--- src/rtl/clap_pattern_ctrl_pkg.sv ---
// -----------------------------------------------------------------------------
// clap_pattern_ctrl_pkg
//   Shared definitions for the clap pattern sequencer:
//   - FSM state encodings (IDLE / REFRACT / WAIT_GAP / EMIT)
//   - command codes carried on cmd_code_o
//   - default timing and counter-width parameters
//   - timer width helper used to size the shared down-counter
//   No ports (package).
// -----------------------------------------------------------------------------
package clap_pattern_ctrl_pkg;

   typedef enum logic [1:0] {
      ST_IDLE     = 2'd0,
      ST_REFRACT  = 2'd1,
      ST_WAIT_GAP = 2'd2,
      ST_EMIT     = 2'd3
   } state_t;

   // Command codes double as the group size (number of claps in the group).
   localparam logic [1:0] CMD_NONE   = 2'd0;
   localparam logic [1:0] CMD_SINGLE = 2'd1;
   localparam logic [1:0] CMD_DOUBLE = 2'd2;
   localparam logic [1:0] CMD_TRIPLE = 2'd3;

   // 50 ms refractory and 400 ms closing gap at 100 MHz.
   localparam int REFRACT_CYC_DFLT = 5_000_000;
   localparam int GAP_CYC_DFLT     = 40_000_000;
   localparam int CNT_W_DFLT       = 32;

   // Width of a down-counter that must hold max(a,b)-1; never narrower than 1 bit.
   function automatic int timer_width(input int a, input int b);
      int m;
      m = (a > b) ? a : b;
      if (m < 2) begin
         return 1;
      end else begin
         return $clog2(m);
      end
   endfunction

endpackage

--- src/rtl/clap_pattern_ctrl_timer.sv ---
// -----------------------------------------------------------------------------
// clap_pattern_ctrl_timer
//   Loadable down-counter shared by the refractory and gap phases.
//   Ports:
//     clk_i   in  1   system clock
//     rst_i   in  1   asynchronous active-high reset (counter -> 0)
//     load_i  in  1   load val_i this cycle (has priority over counting)
//     val_i   in  W   value to load; zero_o asserts val_i+1 cycles after load
//     zero_o  out 1   counter currently at zero (counter saturates at zero)
// -----------------------------------------------------------------------------
module clap_pattern_ctrl_timer
   import clap_pattern_ctrl_pkg::*;
#(
   parameter int W = 4
) (
   input  logic         clk_i,
   input  logic         rst_i,
   input  logic         load_i,
   input  logic [W-1:0] val_i,
   output logic         zero_o
);

   logic [W-1:0] cnt_r;

   // Load has priority; otherwise count down and hold at zero.
   always_ff @(posedge clk_i or posedge rst_i) begin
      if (rst_i) begin
         cnt_r <= '0;
      end else if (load_i) begin
         cnt_r <= val_i;
      end else if (cnt_r != '0) begin
         cnt_r <= cnt_r - W'(1'b1);
      end else begin
         cnt_r <= cnt_r;
      end
   end

   assign zero_o = (cnt_r == '0);

endmodule

--- src/rtl/clap_pattern_ctrl.sv ---
// -----------------------------------------------------------------------------
// clap_pattern_ctrl
//   Groups single-cycle clap pulses into single/double/triple patterns using a
//   refractory window after each accepted clap and an idle gap that closes the
//   group. Each group produces one command over a valid/ready handshake; a
//   running total of accepted claps is kept.
//   Ports:
//     clk_i        in   1      system clock
//     rst_i        in   1      asynchronous active-high reset
//     en_i         in   1      1 = accept claps; 0 = abandon open group
//     clr_i        in   1      synchronous clear of clap_cnt_o (wins over a clap)
//     clap_i       in   1      single-cycle clap pulse (already synchronised)
//     cmd_valid_o  out  1      command available
//     cmd_ready_i  in   1      consumer accepts command
//     cmd_code_o   out  2      1 single, 2 double, 3 triple; 0 when not valid
//     clap_cnt_o   out  CNT_W  accepted-clap total, wraps
//     busy_o       out  1      FSM not in IDLE
//     drop_o       out  1      one-cycle pulse: clap arrived while in EMIT
// -----------------------------------------------------------------------------
module clap_pattern_ctrl
   import clap_pattern_ctrl_pkg::*;
#(
   parameter int REFRACT_CYC = REFRACT_CYC_DFLT,
   parameter int GAP_CYC     = GAP_CYC_DFLT,
   parameter int CNT_W       = CNT_W_DFLT
) (
   input  logic             clk_i,
   input  logic             rst_i,
   input  logic             en_i,
   input  logic             clr_i,
   input  logic             clap_i,
   output logic             cmd_valid_o,
   input  logic             cmd_ready_i,
   output logic [1:0]       cmd_code_o,
   output logic [CNT_W-1:0] clap_cnt_o,
   output logic             busy_o,
   output logic             drop_o
);

   localparam int TMR_W = timer_width(REFRACT_CYC, GAP_CYC);
   localparam logic [TMR_W-1:0] REFRACT_LD = TMR_W'(REFRACT_CYC - 1);
   localparam logic [TMR_W-1:0] GAP_LD     = TMR_W'(GAP_CYC - 1);

   state_t           state_r;
   logic [1:0]       grp_r;
   logic             cmd_valid_r;
   logic [1:0]       cmd_code_r;
   logic [CNT_W-1:0] clap_cnt_r;
   logic             busy_r;
   logic             drop_r;

   logic             clap_acc_s;
   logic             tmr_load_s;
   logic [TMR_W-1:0] tmr_val_s;
   logic             tmr_zero_s;

   // A clap only counts when enabled and the FSM is open for a new clap.
   assign clap_acc_s = clap_i & en_i &
                       ((state_r == ST_IDLE) | (state_r == ST_WAIT_GAP));

   // Timer reload decisions, aligned with the FSM transitions below.
   always_comb begin
      tmr_load_s = 1'b0;
      tmr_val_s  = REFRACT_LD;
      case (state_r)
         ST_IDLE: begin
            if (clap_acc_s) begin
               tmr_load_s = 1'b1;
               tmr_val_s  = REFRACT_LD;
            end else begin
               tmr_load_s = 1'b0;
            end
         end
         ST_REFRACT: begin
            if (en_i && tmr_zero_s) begin
               tmr_load_s = 1'b1;
               tmr_val_s  = GAP_LD;
            end else begin
               tmr_load_s = 1'b0;
            end
         end
         ST_WAIT_GAP: begin
            // The third clap goes straight to EMIT, so no refractory reload.
            if (clap_acc_s && (grp_r != CMD_DOUBLE)) begin
               tmr_load_s = 1'b1;
               tmr_val_s  = REFRACT_LD;
            end else begin
               tmr_load_s = 1'b0;
            end
         end
         default: begin
            tmr_load_s = 1'b0;
         end
      endcase
   end

   clap_pattern_ctrl_timer #(
      .W (TMR_W)
   ) u_timer (
      .clk_i  (clk_i),
      .rst_i  (rst_i),
      .load_i (tmr_load_s),
      .val_i  (tmr_val_s),
      .zero_o (tmr_zero_s)
   );

   // Pattern FSM with group count and registered handshake/status outputs.
   always_ff @(posedge clk_i or posedge rst_i) begin
      if (rst_i) begin
         state_r     <= ST_IDLE;
         grp_r       <= CMD_NONE;
         cmd_valid_r <= 1'b0;
         cmd_code_r  <= CMD_NONE;
         busy_r      <= 1'b0;
         drop_r      <= 1'b0;
      end else begin
         drop_r <= (state_r == ST_EMIT) & clap_i;
         case (state_r)
            ST_IDLE: begin
               if (clap_acc_s) begin
                  state_r <= ST_REFRACT;
                  grp_r   <= CMD_SINGLE;
                  busy_r  <= 1'b1;
               end else begin
                  state_r <= ST_IDLE;
               end
            end
            ST_REFRACT: begin
               if (!en_i) begin
                  state_r <= ST_IDLE;
                  grp_r   <= CMD_NONE;
                  busy_r  <= 1'b0;
               end else if (tmr_zero_s) begin
                  state_r <= ST_WAIT_GAP;
               end else begin
                  state_r <= ST_REFRACT;
               end
            end
            ST_WAIT_GAP: begin
               if (!en_i) begin
                  state_r <= ST_IDLE;
                  grp_r   <= CMD_NONE;
                  busy_r  <= 1'b0;
               end else if (clap_acc_s) begin
                  if (grp_r == CMD_DOUBLE) begin
                     state_r     <= ST_EMIT;
                     grp_r       <= CMD_TRIPLE;
                     cmd_valid_r <= 1'b1;
                     cmd_code_r  <= CMD_TRIPLE;
                  end else begin
                     state_r <= ST_REFRACT;
                     grp_r   <= CMD_DOUBLE;
                  end
               end else if (tmr_zero_s) begin
                  state_r     <= ST_EMIT;
                  cmd_valid_r <= 1'b1;
                  cmd_code_r  <= grp_r;
               end else begin
                  state_r <= ST_WAIT_GAP;
               end
            end
            ST_EMIT: begin
               // cmd_valid_r is always high in EMIT, so ready alone completes the transfer.
               if (cmd_ready_i) begin
                  state_r     <= ST_IDLE;
                  grp_r       <= CMD_NONE;
                  cmd_valid_r <= 1'b0;
                  cmd_code_r  <= CMD_NONE;
                  busy_r      <= 1'b0;
               end else begin
                  state_r <= ST_EMIT;
               end
            end
            default: begin
               state_r     <= ST_IDLE;
               grp_r       <= CMD_NONE;
               cmd_valid_r <= 1'b0;
               cmd_code_r  <= CMD_NONE;
               busy_r      <= 1'b0;
            end
         endcase
      end
   end

   // Accepted-clap total; clear takes priority over a simultaneous clap.
   always_ff @(posedge clk_i or posedge rst_i) begin
      if (rst_i) begin
         clap_cnt_r <= '0;
      end else if (clr_i) begin
         clap_cnt_r <= '0;
      end else if (clap_acc_s) begin
         clap_cnt_r <= clap_cnt_r + CNT_W'(1'b1);
      end else begin
         clap_cnt_r <= clap_cnt_r;
      end
   end

   assign cmd_valid_o = cmd_valid_r;
   assign cmd_code_o  = cmd_code_r;
   assign clap_cnt_o  = clap_cnt_r;
   assign busy_o      = busy_r;
   assign drop_o      = drop_r;

endmodule

--- config.mk ---
export PLATFORM = sky130hd
export DESIGN_NAME = clap_pattern_ctrl
export DESIGN_NICKNAME = d
export VERILOG_FILES = /design/src/rtl/clap_pattern_ctrl_pkg.sv /design/src/rtl/clap_pattern_ctrl_timer.sv /design/src/rtl/clap_pattern_ctrl.sv
export SDC_FILE = /design/constraint.sdc
export NUM_CORES = 1
export LEC_CHECK = 0
export CAP_MARGIN = 10
export CELL_PAD_IN_SITES_DETAIL_PLACEMENT = 0
export CELL_PAD_IN_SITES_GLOBAL_PLACEMENT = 1
export CORE_UTILIZATION = 25
export DETAILED_ROUTE_END_ITERATION = 8
export GPL_TIMING_DRIVEN = 0
export PLACE_DENSITY_LB_ADDON = 0.1
export SLEW_MARGIN = 20
export SYNTH_ARGS = -nofsm -noshare
export SYNTH_HDL_FRONTEND = slang
export SYNTH_SLANG_ARGS = --single-unit
--- constraint.sdc ---
create_clock -name clk_i -period 2.7 [get_ports clk_i]
set_clock_uncertainty 0.05 [all_clocks]
set_input_delay 0.675 -clock clk_i [delete_from_list [all_inputs] [get_ports clk_i]]
set_output_delay 0.675 -clock clk_i [all_outputs]
set_load 0.05 [all_outputs]
### After elaboration in Yosys (flattened, before gate mapping)

Cells that the tools add are included.
Widths: inputs -> output; s select.

| storage, ports and cells | value |
|---|---|
| bits in registers | 67 |
| word-level logic and storage cells | 79 |
| bits of input ports | 6 |

| operators by class | value |
|---|---|
| equality and inequality tests | 13 |
| multiplexer cells | 40 |
| add/sub/neg operators | 2 |
| bitwise operators | 4 |
| reduce and logical (&&, ||, !) cells | 12 |

Operator list:

| kind | number |
|---|---|
| $mux 26 | 4 |
| $mux 32 | 2 |
| $add 32x1->32 const B | 1 |
| $mux 2 | 15 |
| $logic_not 26->1 | 1 |
| $reduce_bool 26->1 | 1 |
| $sub 26x1->26 const B | 1 |
| $pmux 2 s4 | 2 |
| $mux 1 | 13 |
| $ne 2x2->1 const B | 6 |
| $eq 2x2->1 const B | 3 |
| $ne 3x3->1 const B | 2 |
| $pmux 1 s3 | 2 |
| $reduce_bool 2->1 | 3 |
| $reduce_and 5->1 | 1 |
| $pmux 2 s2 | 1 |
| $reduce_and 4->1 | 1 |
| $and 1x1->1 | 3 |
| $ne 3x2->1 const B | 1 |
| $reduce_and 3->1 | 1 |
| $eq 2x1->1 const B | 1 |
| $logic_and 1x1->1 | 2 |
| $logic_not 2->1 | 1 |
| $pmux 1 s2 | 1 |
| 2 further kinds | 2 |

### Logic depth before layout (Yosys ltp)

| depth | value |
|---|---|
| depth in word-level cells | 7 |
| mapped depth | 10 |

### Modules after synthesis

Synthesis repeated with hierarchy kept, for this count alone.

| unflattened totals | value |
|---|---|
| cells, all modules | 414 |
| area total of the unflattened synthesis | 3868.7 µm² |

By module, submodules not included:

| module | area an instance (µm²) | sequential area each (µm²) | instances | cells each |
|---|---|---|---|---|
| clap_pattern_ctrl | 2348.5 | 1026.0 | 1 | 248 |
| clap_pattern_ctrl_timer | 1520.2 | 650.6 | 1 | 166 |

### Worst setup path before layout

OpenSTA, ideal clock, no wires.

| path | value |
|---|---|
| kind | flip-flop to flip-flop |
| start point | reg u_timer.cnt_r[0] |
| end point | reg u_timer.cnt_r[1] |
| clock period less this slack | 2529 ps |
| arrival time | 2412 ps |
| buffers on the path | 3 |
| slack | 171 ps |
| cell stages (with the launch flop) | 11 |
| required time | 2583 ps |
| cells stage by stage | dfrtp_1 -> inv_1 -> ha_1 -> or3b_2 -> clkbuf_4 -> or4_4 -> buf_6 -> nor2_4 -> buf_6 -> mux2_2 -> nand2_1 |

| on the way | value |
|---|---|
| cells in the longest elaborated chain, start to end | 5 |

RTL lines:

| item | line | source |
|---|---|---|
| start: declaration | clap_pattern_ctrl_timer.sv:23 | `logic [W-1:0] cnt_r;` |
| start signal: assignment | clap_pattern_ctrl_timer.sv:30 | `cnt_r <= val_i;` |
| start signal: assignment | clap_pattern_ctrl_timer.sv:32 | `cnt_r <= cnt_r - W'(1'b1);` |
| start signal: assignment | clap_pattern_ctrl_timer.sv:34 | `cnt_r <= cnt_r;` |
| parallel branches: the longest is 5 deep, another holds $sub 26x1->26 | n/a |  |

Parallel ways; which one is timed is not known. The select of a mux whose other input is x is not followed.
A chain may end at the register's enable or synchronous reset.

### Worst setup path in the final report

Ends and elaborated chain as after synthesis.

==> key figures <==
Outcome
  – Status: completed

Drt
  – Avg WL per Cell: 15.93 um
  – Drt total wl: 10.02 mm
  – DRT Pass-1 Iters: 4
  – Detailed-route via count: 3113
  – Vias per cell: 4.949
  – ANT nets after route: 0
  – DR iter-0 viols: 159
  – # DRC: 0

Die
  – Die area: 15240 sq um
  – IO Pins: 43
  – Die Wd: 123.5 um
  – Num rows: 44
  – Core ar.: 14480 sq um
  – Starting Density: 0.2548
  – Die Y: 123.5 um

Timing
  – WHS: 0.4668 ns
  – Max-slew violations: 0
  – Post-Route Setup TNS: 0 ns
  – Slew @ Worst Pin: 0.5956 ns
  – Highest Clock Rate: 395.5 MHz
  – Final Hold Viols: 0
  – Final period utilization: 0.9365
  – # setup viols final: 0
  – Max_slew headroom: 0.6029
  – RSZ-0062 raised after global routing: false
  – Setup ws final: 0.1715 ns
  – Final period demand of the worst path: 2.528 ns

Place
  – Placed cell areas: 4349 sq um
  – Pre-CTS setup slack: -0.3780 ns
  – Port bufs: 40
  – Gpl congestion: 0.7489
  – Dpl hpwl: 6.975 mm

Logic synthesis
  – Ys Warns: 0
  – Post-Syn Area: 3689 sq um
  – Synth cell types: 56
  – Synth Area per Inst: 9.507 sq um
  – Post-synth ARST share: 1.000
  – Post-Synthesis Cells: 388
  – Mapped Nets: 401
  – Flops & latches, synth: 67
  – Register area share after synthesis: 0.4545
  – Number of flops mapped to enable cells by yosys: 0
  – Primary FF master, synth: dfrtp_1

Cells and area
  – Nets@finish: 457
  – Most frequent cells in the layout: dfrtp_1, clkdlybuf4s50_1, nor2_1
  – Layout area overhead: 27.82%
  – Final instance area: 4715 sq um
  – Layout cells sized above 1: 0.1191
  – Antenna cells: 0
  – Most common cell after layout, fill and taps aside: dfrtp_1

Clock network
  – CTS buffer count: 9
  – Worst-Skew Late Latency: 0.34 ns
  – Clk buf depth: 2
  – Clock Root Buffer: clkbuf_16
  – H-tree levels: 3
  – CTS tree: done
  – Worst-path clk slew: 0.05 ns
  – Clock sink count: 67
  – Post-CTS Hold Buffers: 0

Pwr
  – VDD IR max: 0.0002223 V
  – Cell internal pwr: 0.001900 W
  – Total Power: 0.002474 W
  – Lkg Pwr: 1.722 nW
  – Clock Power Share: 0.493
  – Register share of total power: 0.433
  – Net Sw Frac: 0.2320
  – Sw Pwr: 0.0005740 W
  – Comb power frac: 0.074
  – Pwr per Cell Area: 524.7 nW/um^2

Global route
  – First-pass GRT wire length: 16.56 mm
  – Largest net degree at the start of global routing: 47
  – Gr usage total: 0.1447
  – Initial antenna violation count: 0
  – Vias in the first global route: 3079
  – GRT Residual Overflow: 0

Worst hold path
  – Worst Hold Class: reg -> reg

Worst setup path
  – Critical Path Sink Type: flop
  – Worst Setup Start Kind: flop
  – Critical path data required time: 2.92 ns
  – Crit path DAT: 2.75 ns
  – Critical-path maximum fanout: 8
  – Critical path class: reg -> reg

Run
  – MaxCap Viol Count: 0
## routing by layer
| metal | up-vias | track usage | routed length (um) |
|---|---|---|---|
| met2 | 51 | 0.2130 | 4433 |
| met5 | - | 0 | 0 |
| met4 | 0 | 0.07455 | 217 |
| met3 | 11 | 0.02352 | 276 |
| met1 | 1532 | 0.2029 | 5093 |
| li1 | 1519 | - | - |
## registers in the layout (all words and copies together), names as in the netlist
register	cells
busy_o	1
grp_r	2
clap_cnt_o	32
u_timer.cnt_r	26
cmd_code_o	2
drop_o	1
state_r	2
cmd_valid_o	1
## layout make-up
class	instances	area, sq um
Buffer	18	106.4
Clock buffer	9	225.2
Clock inverter	3	67.56
Fill cell	1527	9764
Inverter	13	51.30
Multi-Input combinational cell	289	1892
Sequential cell	67	1677
Tap cell	184	230.2
Timing Repair Buffer	46	465.4
## metrics by stage
step	util	cells
after floorplan	-	388
after global placement	0.2983	612
after detailed placement	0.3004	613
after CTS	0.3235	629
after global routing	0.3256	629
final	0.3256	629
## power groups by stage
stage / clock network [W] / logic [W] / registers, W
floorplan: 0 / 0.000120 / 0.00109
finish: 0.00122 / 0.000184 / 0.00107
detailed placement: 0 / 0.000186 / 0.00109
CTS: 0.00127 / 0.000186 / 0.00107
global placement: 0 / 0.000176 / 0.00109
global route: 0.00129 / 0.000210 / 0.00108
## cells by family after synthesis
family,count (synthesis),synth area share
adders and majority gates,7,0.02374
muxes,3,0.008819
and+or+nand+nor,160,0.2408
DFF,67,0.4545
AOI/OAI and AO/OA,82,0.1415
buffers and inverters,32,0.04274
xor gates and xnor gates,37,0.08786
## synth_stat cells (all sizes together) (2+ instances only)
cell,instances,share of area
nand3,8,0.011
o21ai,24,0.034
o21bai,2,0.0041
or2,4,0.0068
a211o,3,0.0071
nor4,12,0.020
nand2,26,0.026
o211a,2,0.0054
nor2,38,0.041
clkbuf,13,0.014
a31o,2,0.0047
and3,5,0.0085
a21oi,23,0.031
or4,10,0.025
or3,14,0.024
inv,13,0.013
nand4,13,0.022
xnor2,23,0.055
o31ai,6,0.012
nand2b,4,0.0068
and4,2,0.0047
o211ai,7,0.014
ha,7,0.024
xor2,14,0.033
nor3,14,0.020
dfrtp,67,0.45
and2,3,0.0051
buf,6,0.015
a21o,2,0.0041
mux2,2,0.0061
a221oi,2,0.0047
## critical path, cell delays in order (launching register included)
cell	delay, ns
dfrtp_1	0.39
inv_1	0.09
ha_1	0.18
or3b_4	0.45
or4_4	0.50
buf_6	0.16
nor2_4	0.12
buf_8	0.14
mux2_2	0.33
nand2_1	0.06
## repair_timing
action / in CTS / in global routing
endpoints found under the setup margin: 18 / 25
pin swaps: 1 / 1
hold endpoints to repair: 0 / 0
resized for setup: 4 / 8
buffers inserted: 5 / 0
## path summary, 6_finish.rpt
check | startpoint | endpoint | slack, ns | depth (start not counted)
min | busy_o$_DFFE_PP0P_ | busy_o$_DFFE_PP0P_ | 0.47 | 1
min in group asynchronous | rst_i | clap_cnt_o[18]$_DFFE_PP0P_ | 0.61 | 2
max | u_timer.cnt_r[0]$_DFFE_PP0P_ | u_timer.cnt_r[1]$_DFFE_PP0P_ | 0.17 | 9
max reg2reg | u_timer.cnt_r[0]$_DFFE_PP0P_ | u_timer.cnt_r[1]$_DFFE_PP0P_ | 0.17 | 9
min reg2reg | busy_o$_DFFE_PP0P_ | busy_o$_DFFE_PP0P_ | 0.47 | 1
max in group asynchronous | rst_i | u_timer.cnt_r[24]$_DFFE_PP0P_ | 1.43 | 3
Note: power is estimated with default switching activity, not from simulation.
